<file path="src/rtl/lock_pkg.sv">
// lock_pkg: shared state encoding and key decode helper for the keypad lock.
package lock_pkg;
    typedef enum logic [1:0] {ENTRY, OPEN, SET, ALARM} state_e;
    function automatic logic [4:0] onehot_to_bcd(input logic [9:0] b);
        logic [4:0] r;
        r = '0;
        for (int k = 0; k < 10; k++)
            if (b == (10'd1 << k)) r = {1'b1, 4'(k)};
        return r;
    endfunction
endpackage

</file>
<file path="src/rtl/key_decode.sv">
// key_decode: validates one-hot digit pulses and applies hash > star > digit priority.
module key_decode
    import lock_pkg::*;
(
    input  logic [9:0] button_i,
    input  logic       star_i,
    input  logic       hash_i,
    output logic       digit_vld_o,
    output logic [3:0] digit_o,
    output logic       star_vld_o,
    output logic       hash_vld_o
);
    logic [4:0] bcd;
    assign bcd         = onehot_to_bcd(button_i);
    assign hash_vld_o  = hash_i;
    assign star_vld_o  = star_i & ~hash_i;
    assign digit_vld_o = bcd[4] & ~star_i & ~hash_i;
    assign digit_o     = bcd[3:0];
endmodule

</file>
<file path="src/rtl/keypad_lock_ctrl.sv">
// keypad_lock_ctrl: PIN entry, compare, unlock timing, PIN change and failed-attempt lockout.
module keypad_lock_ctrl
    import lock_pkg::*;
#(
    parameter int                  DIGITS      = 4,
    parameter logic [4*DIGITS-1:0] DEFAULT_PIN = 16'h1234,
    parameter int                  OPEN_CYCLES = 8,
    parameter int                  LOCK_CYCLES = 16,
    parameter int                  MAX_FAIL    = 3
) (
    input  logic       clk,
    input  logic       rst_n,
    input  logic [9:0] i_button,
    input  logic       i_star,
    input  logic       i_hash,
    output logic       o_open,
    output logic       o_alarm,
    output logic       o_set,
    output logic       o_fail,
    output logic       o_saved,
    output logic [3:0] o_cnt
);
    localparam int BW   = 4 * DIGITS;
    localparam int TMAX = OPEN_CYCLES > LOCK_CYCLES ? OPEN_CYCLES : LOCK_CYCLES;
    localparam int TW   = $clog2(TMAX + 1);
    localparam int FW   = $clog2(MAX_FAIL + 1);

    state_e        state_q, state_d;
    logic [BW-1:0] buf_q, buf_d, pin_q, pin_d;
    logic [3:0]    cnt_q, cnt_d;
    logic [TW-1:0] timer_q, timer_d;
    logic [FW-1:0] nfail_q, nfail_d;
    logic          fail_q, fail_d, saved_q, saved_d;
    logic          digit_vld, star_vld, hash_vld, full;
    logic [3:0]    digit;

    key_decode u_dec (
        .button_i    (i_button),
        .star_i      (i_star),
        .hash_i      (i_hash),
        .digit_vld_o (digit_vld),
        .digit_o     (digit),
        .star_vld_o  (star_vld),
        .hash_vld_o  (hash_vld)
    );

    assign full = cnt_q == 4'(DIGITS);

    always_comb begin
        state_d = state_q;
        buf_d   = buf_q;
        cnt_d   = cnt_q;
        pin_d   = pin_q;
        timer_d = timer_q;
        nfail_d = nfail_q;
        fail_d  = 1'b0;
        saved_d = 1'b0;
        case (state_q)
            ENTRY, SET: begin
                if (hash_vld) begin
                    buf_d = '0;
                    cnt_d = '0;
                    if (state_q == SET) begin
                        state_d = ENTRY;
                        pin_d   = full ? buf_q : pin_q;
                        saved_d = full;
                        fail_d  = !full;
                    end else if (full && buf_q == pin_q) begin
                        state_d = OPEN;
                        timer_d = TW'(OPEN_CYCLES - 1);
                        nfail_d = '0;
                    end else begin
                        fail_d  = 1'b1;
                        nfail_d = nfail_q + FW'(1);
                        if (nfail_d == FW'(MAX_FAIL)) begin
                            state_d = ALARM;
                            timer_d = TW'(LOCK_CYCLES - 1);
                        end
                    end
                end else if (star_vld) begin
                    buf_d = '0;
                    cnt_d = '0;
                end else if (digit_vld && !full) begin
                    buf_d = (buf_q << 4) | BW'(digit);
                    cnt_d = cnt_q + 4'd1;
                end
            end
            OPEN: begin
                // Star abandons the unlock window and starts a PIN change
                if (hash_vld) begin
                    state_d = ENTRY;
                end else if (star_vld) begin
                    state_d = SET;
                    buf_d   = '0;
                    cnt_d   = '0;
                end else if (timer_q == '0) begin
                    state_d = ENTRY;
                end else begin
                    timer_d = timer_q - TW'(1);
                end
            end
            default: begin
                if (timer_q == '0) begin
                    state_d = ENTRY;
                    nfail_d = '0;
                    buf_d   = '0;
                    cnt_d   = '0;
                end else begin
                    timer_d = timer_q - TW'(1);
                end
            end
        endcase
    end

    always_ff @(posedge clk or negedge rst_n) begin
        if (!rst_n) begin
            state_q <= ENTRY;
            buf_q   <= '0;
            cnt_q   <= '0;
            pin_q   <= DEFAULT_PIN;
            timer_q <= '0;
            nfail_q <= '0;
            fail_q  <= 1'b0;
            saved_q <= 1'b0;
        end else begin
            state_q <= state_d;
            buf_q   <= buf_d;
            cnt_q   <= cnt_d;
            pin_q   <= pin_d;
            timer_q <= timer_d;
            nfail_q <= nfail_d;
            fail_q  <= fail_d;
            saved_q <= saved_d;
        end
    end

    assign o_open  = state_q == OPEN;
    assign o_alarm = state_q == ALARM;
    assign o_set   = state_q == SET;
    assign o_fail  = fail_q;
    assign o_saved = saved_q;
    assign o_cnt   = cnt_q;
endmodule

</file>
<file path="config.mk">
export PLATFORM = sky130hd
export DESIGN_NAME = keypad_lock_ctrl
export DESIGN_NICKNAME = d
export VERILOG_FILES = /design/src/rtl/lock_pkg.sv /design/src/rtl/key_decode.sv /design/src/rtl/keypad_lock_ctrl.sv
export SDC_FILE = /design/constraint.sdc
export NUM_CORES = 1
export LEC_CHECK = 0
export BUFFER_PORTS_ARGS = -buffer_cell sky130_fd_sc_hd__buf_2
export CAP_MARGIN = 20
export CORE_MARGIN = 2
export CORE_UTILIZATION = 40
export CTS_CLUSTER_SIZE = 8
export DETAILED_ROUTE_END_ITERATION = 8
export GPL_TIMING_DRIVEN = 0
export PLACE_DENSITY = 0.6
export RECOVER_POWER = 25
export SYNTH_ARGS = -nofsm -noshare
export SYNTH_HDL_FRONTEND = slang
export SYNTH_SLANG_ARGS = --single-unit
</file>
<file path="constraint.sdc">
create_clock -name clk -period 3.55 [get_ports clk]
set_input_delay 0.1775 -clock clk [delete_from_list [all_inputs] [get_ports clk]]
set_output_delay 0.1775 -clock clk [all_outputs]
set_load 0.05 [all_outputs]
</file>
==> run_results.csv <==
group,metric,value,unit
synthesis,synth_top_area_share,39.2,%
synthesis,yosysSeqAreaShare,44.1,%
synthesis,ys_seq_elements,47,
cts,clk_latency,0.30,ns
placed_design,dp_slack,0.987,ns
setup_path,r2r-start,"state_q[0]$_DFFE_PN0P_",
setup_path,critPathMaxStageDelay,1.32,ns
worst_hold_path,hold_start,"i_star",
layout,n_antenna_cell,0,
route,viasPerCell,5.38,
synthesis,netlist_instances,258,
timing,rsz0062_at_grt,"no",
setup_path,worstPathArrival,2.65,ns
global_route,grt_overflow,0,
synthesis,synth.distinct_cells,61,
setup_path,crit_path_end_kind,"async pin",
timing,setup_tns,0,ns
layout,layout-drive-gt1-share,21.6,%
cts,cts_made_buffers,5,
floorplan,die-area,7370,sq um
run,cap_violations,1,
layout,area_delta_synth_final,10.6,%
setup_path,worstSetupStartpointType,"primary input",
setup_path,r2r_end,"buf_q[15]$_DFFE_PN0P_",
global_route,antenna_found_initial,0,
layout,mostFrequentLayoutCell,"dfrtp_1",
cts,cts_sinks,47,
timing,fin_ws,0.986,ns
floorplan,die_w,85.9,microns
cts,cts_resized,0,
timing,finalHoldViolCount,0,
global_route,grt_max_degree,48,
worst_hold_path,min_path_type,"in -> reg",
worst_hold_path,hold_path_end,"buf_q[4]$_DFFE_PN0P_",
setup_path,rrSetupSlack,1.03,ns
floorplan,core-area,6420,sq um
timing,period_needed,2.56,ns
synthesis,synth_ff_type,"dfrtp_1",
synthesis,syn_avg_cell_area,10.4,sq um
timing,finalMaxSlewViolations,34,
worst_hold_path,whs_path_depth,4,
global_route,grt_pass1_wl,8760,microns
timing,fmax,0.390,GHz
route,route.detailed.drc,0,
floorplan,die_h,85.9,microns
layout,layout.nets,304,
layout,finalInstanceArea,2970,sq um
timing,maxSlewHeadroom,-16.0,%
placed_design,io_buffers,19,
cts,cts.clk_slew.worst_paths,0.08,ns
floorplan,ioPinCount,23,
layout,final_cell_mix,"dfrtp_1 (42), inv_1 (25), nand2_1 (23)",
setup_path,cp.required,3.63,ns
cts,cts_tree,"done",
timing,finalSetupViolCount,0,
cts,cts_root_buf,"clkbuf_8",
timing,clock_skew,0.00984,ns
route,ant_nets,0,
synthesis,synth_top_cell_by_area,"dfrtp_1",
setup_path,crit_top_cell,"clkbuf_1",
synthesis,synthTopCellsByArea,"dfrtp_1 (39%), mux2_2 (7.1%), mux2i_1 (5.2%), dfstp_2 (4.9%), xnor2_1 (4.9%)",
setup_path,critPathMaxFanout,33,
setup_path,crit_buf_inv,3,
timing,period_share,72.2,%
cts,hold_buffers,0,
layout,fin_util,46.2,%
timing,worst_pin_slew,1.74,ns
power_and_ir_drop,p_total,0.00148,W
setup_path,worst_path_max_delay_cell,"clkbuf_1",
placed_design,gp_congestion,0.774,
floorplan,row_count,29,
route,finalWirelength,5000,microns
global_route,grt_pass1_vias,1811,
synthesis,synth-edff-count,0,
route,vias,1959,
route,first_pass_iters,4,
cts,cts_setup_buffers,0,
power_and_ir_drop,power_density,500,nW/um^2
status,violations,"max-capacitance violations, max-slew violations",
floorplan,start_util,41.7,%
placed_design,place_hpwl,3630,microns
cts,htreeDepth,2,
synthesis,synth_warnings,0,
setup_path,rr_worst_depth,8,
setup_path,path_delay_family,"buffers and inverters",
placed_design,postPlaceCellArea,2870,sq um
global_route,grt_usage,15.0,%
synthesis,synth-async-reset-ratio,100,%
cts,cts_buffer_depth,2,
synthesis,synth_fp_nets,276,
setup_path,path_cells,"dlygate4sd3_1 > clkbuf_1 > clkbuf_1",
power_and_ir_drop,p_leak,1.32,nW
setup_path,crit_type,"in -> async",
route,post_drt_wl_per_cell,13.7,microns
synthesis,synth_area,2680,sq um
status,outcome,"finished, violations left",
power_and_ir_drop,vdd_drop_max,0.000241,V
route,dr.first_iter.drc_count,97,
Yosys cell counts, types with 4 or more instances:
library cell / count
a21oi_1: 5
clkbuf_1: 5
dfrtp_1: 42
dfstp_2: 5
ha_1: 4
inv_1: 25
mux2_2: 17
mux2i_1: 14
nand2_1: 23
nand3_1: 5
nor2_1: 7
nor3_1: 7
nor4_1: 5
o21ai_0: 9
xnor2_1: 15
xor2_1: 6
sequential cells by signal (all words and copies together) (netlist names):
register / count
timer_q: 5
nfail_q: 2
pin_q: 16
state_q: 2
o_saved: 1
o_cnt: 4
buf_q: 16
o_fail: 1
stage by stage:
| step | hold slack [ns] | std cells |
|---|---|---|
| 3_5_place_dp | 0.433 | 354 |
| 3_3_place_gp | 0.436 | 354 |
| 6_report | 0.315 | 364 |
| 2_1_floorplan | -0.118 | 258 |
| 5_1_grt | 0.342 | 364 |
| 4_1_cts | 0.101 | 362 |
cells by family after synthesis:
logic type	synth area share, %
adders and majority gates	1.87
muxes	12.4
and+or+nand+nor	15.5
buffers and inverters	5.74
xor gates and xnor gates	6.86
DFF	44.1
AOI/OAI and AO/OA	13.5
tightest hold or removal path, delay by kind of cell:
kind,cells,cell delay [ns]
buffers and inverters,1,0.12
multiplexers,1,0.05
AND/OR/NAND/NOR,2,0.22
worst max path at each step:
stage | start | cells after the start | slack (ns) | endpoint
after floorplan | o_cnt[0]$_DFFE_PN0P_ | 7 | 1.38 | pin_q[10]$_DFFE_PN0P_
final | rst_n | 3 | 0.99 | buf_q[15]$_DFFE_PN0P_
after detailed placement | state_q[0]$_DFFE_PN0P_ | 8 | 0.99 | buf_q[8]$_DFFE_PN0P_
after global routing | rst_n | 3 | 0.49 | nfail_q[0]$_DFFE_PN0P_
after CTS | state_q[0]$_DFFE_PN0P_ | 8 | 0.97 | buf_q[15]$_DFFE_PN0P_
after global placement | state_q[0]$_DFFE_PN0P_ | 7 | 1.04 | o_cnt[0]$_DFFE_PN0P_
cell type report:
class                   count  area [sq um]
fillers                   635          3460
multi-input cells         176          1340
flip-flops and latches     47          1180
repair buffers             21           108
well taps                  77          96.3
inverters                  25          93.8
clock buffers               7          76.3
plain buffers              10          60.1
clock inverters             1          5.00
per-layer routing:
| layer | track usage (%) | vias to the layer above | wire length, microns |
|---|---|---|---|
| met4 | 5.63 | 0 | 86 |
| li1 | - | 983 | - |
| met3 | 2.98 | 7 | 136 |
| met5 | 0 | - | 0 |
| met1 | 20.9 | 941 | 2480 |
| met2 | 23.1 | 28 | 2290 |
power breakdown:
group          switching (W)  leakage (nW)  internal [W]
Sequential         0.0000581         0.617      0.000589
Combinational       0.000339         0.660      0.000185
Clock               0.000173        0.0422      0.000138
Total               0.000570          1.32      0.000913
Note: power is estimated with default switching activity, not from simulation.
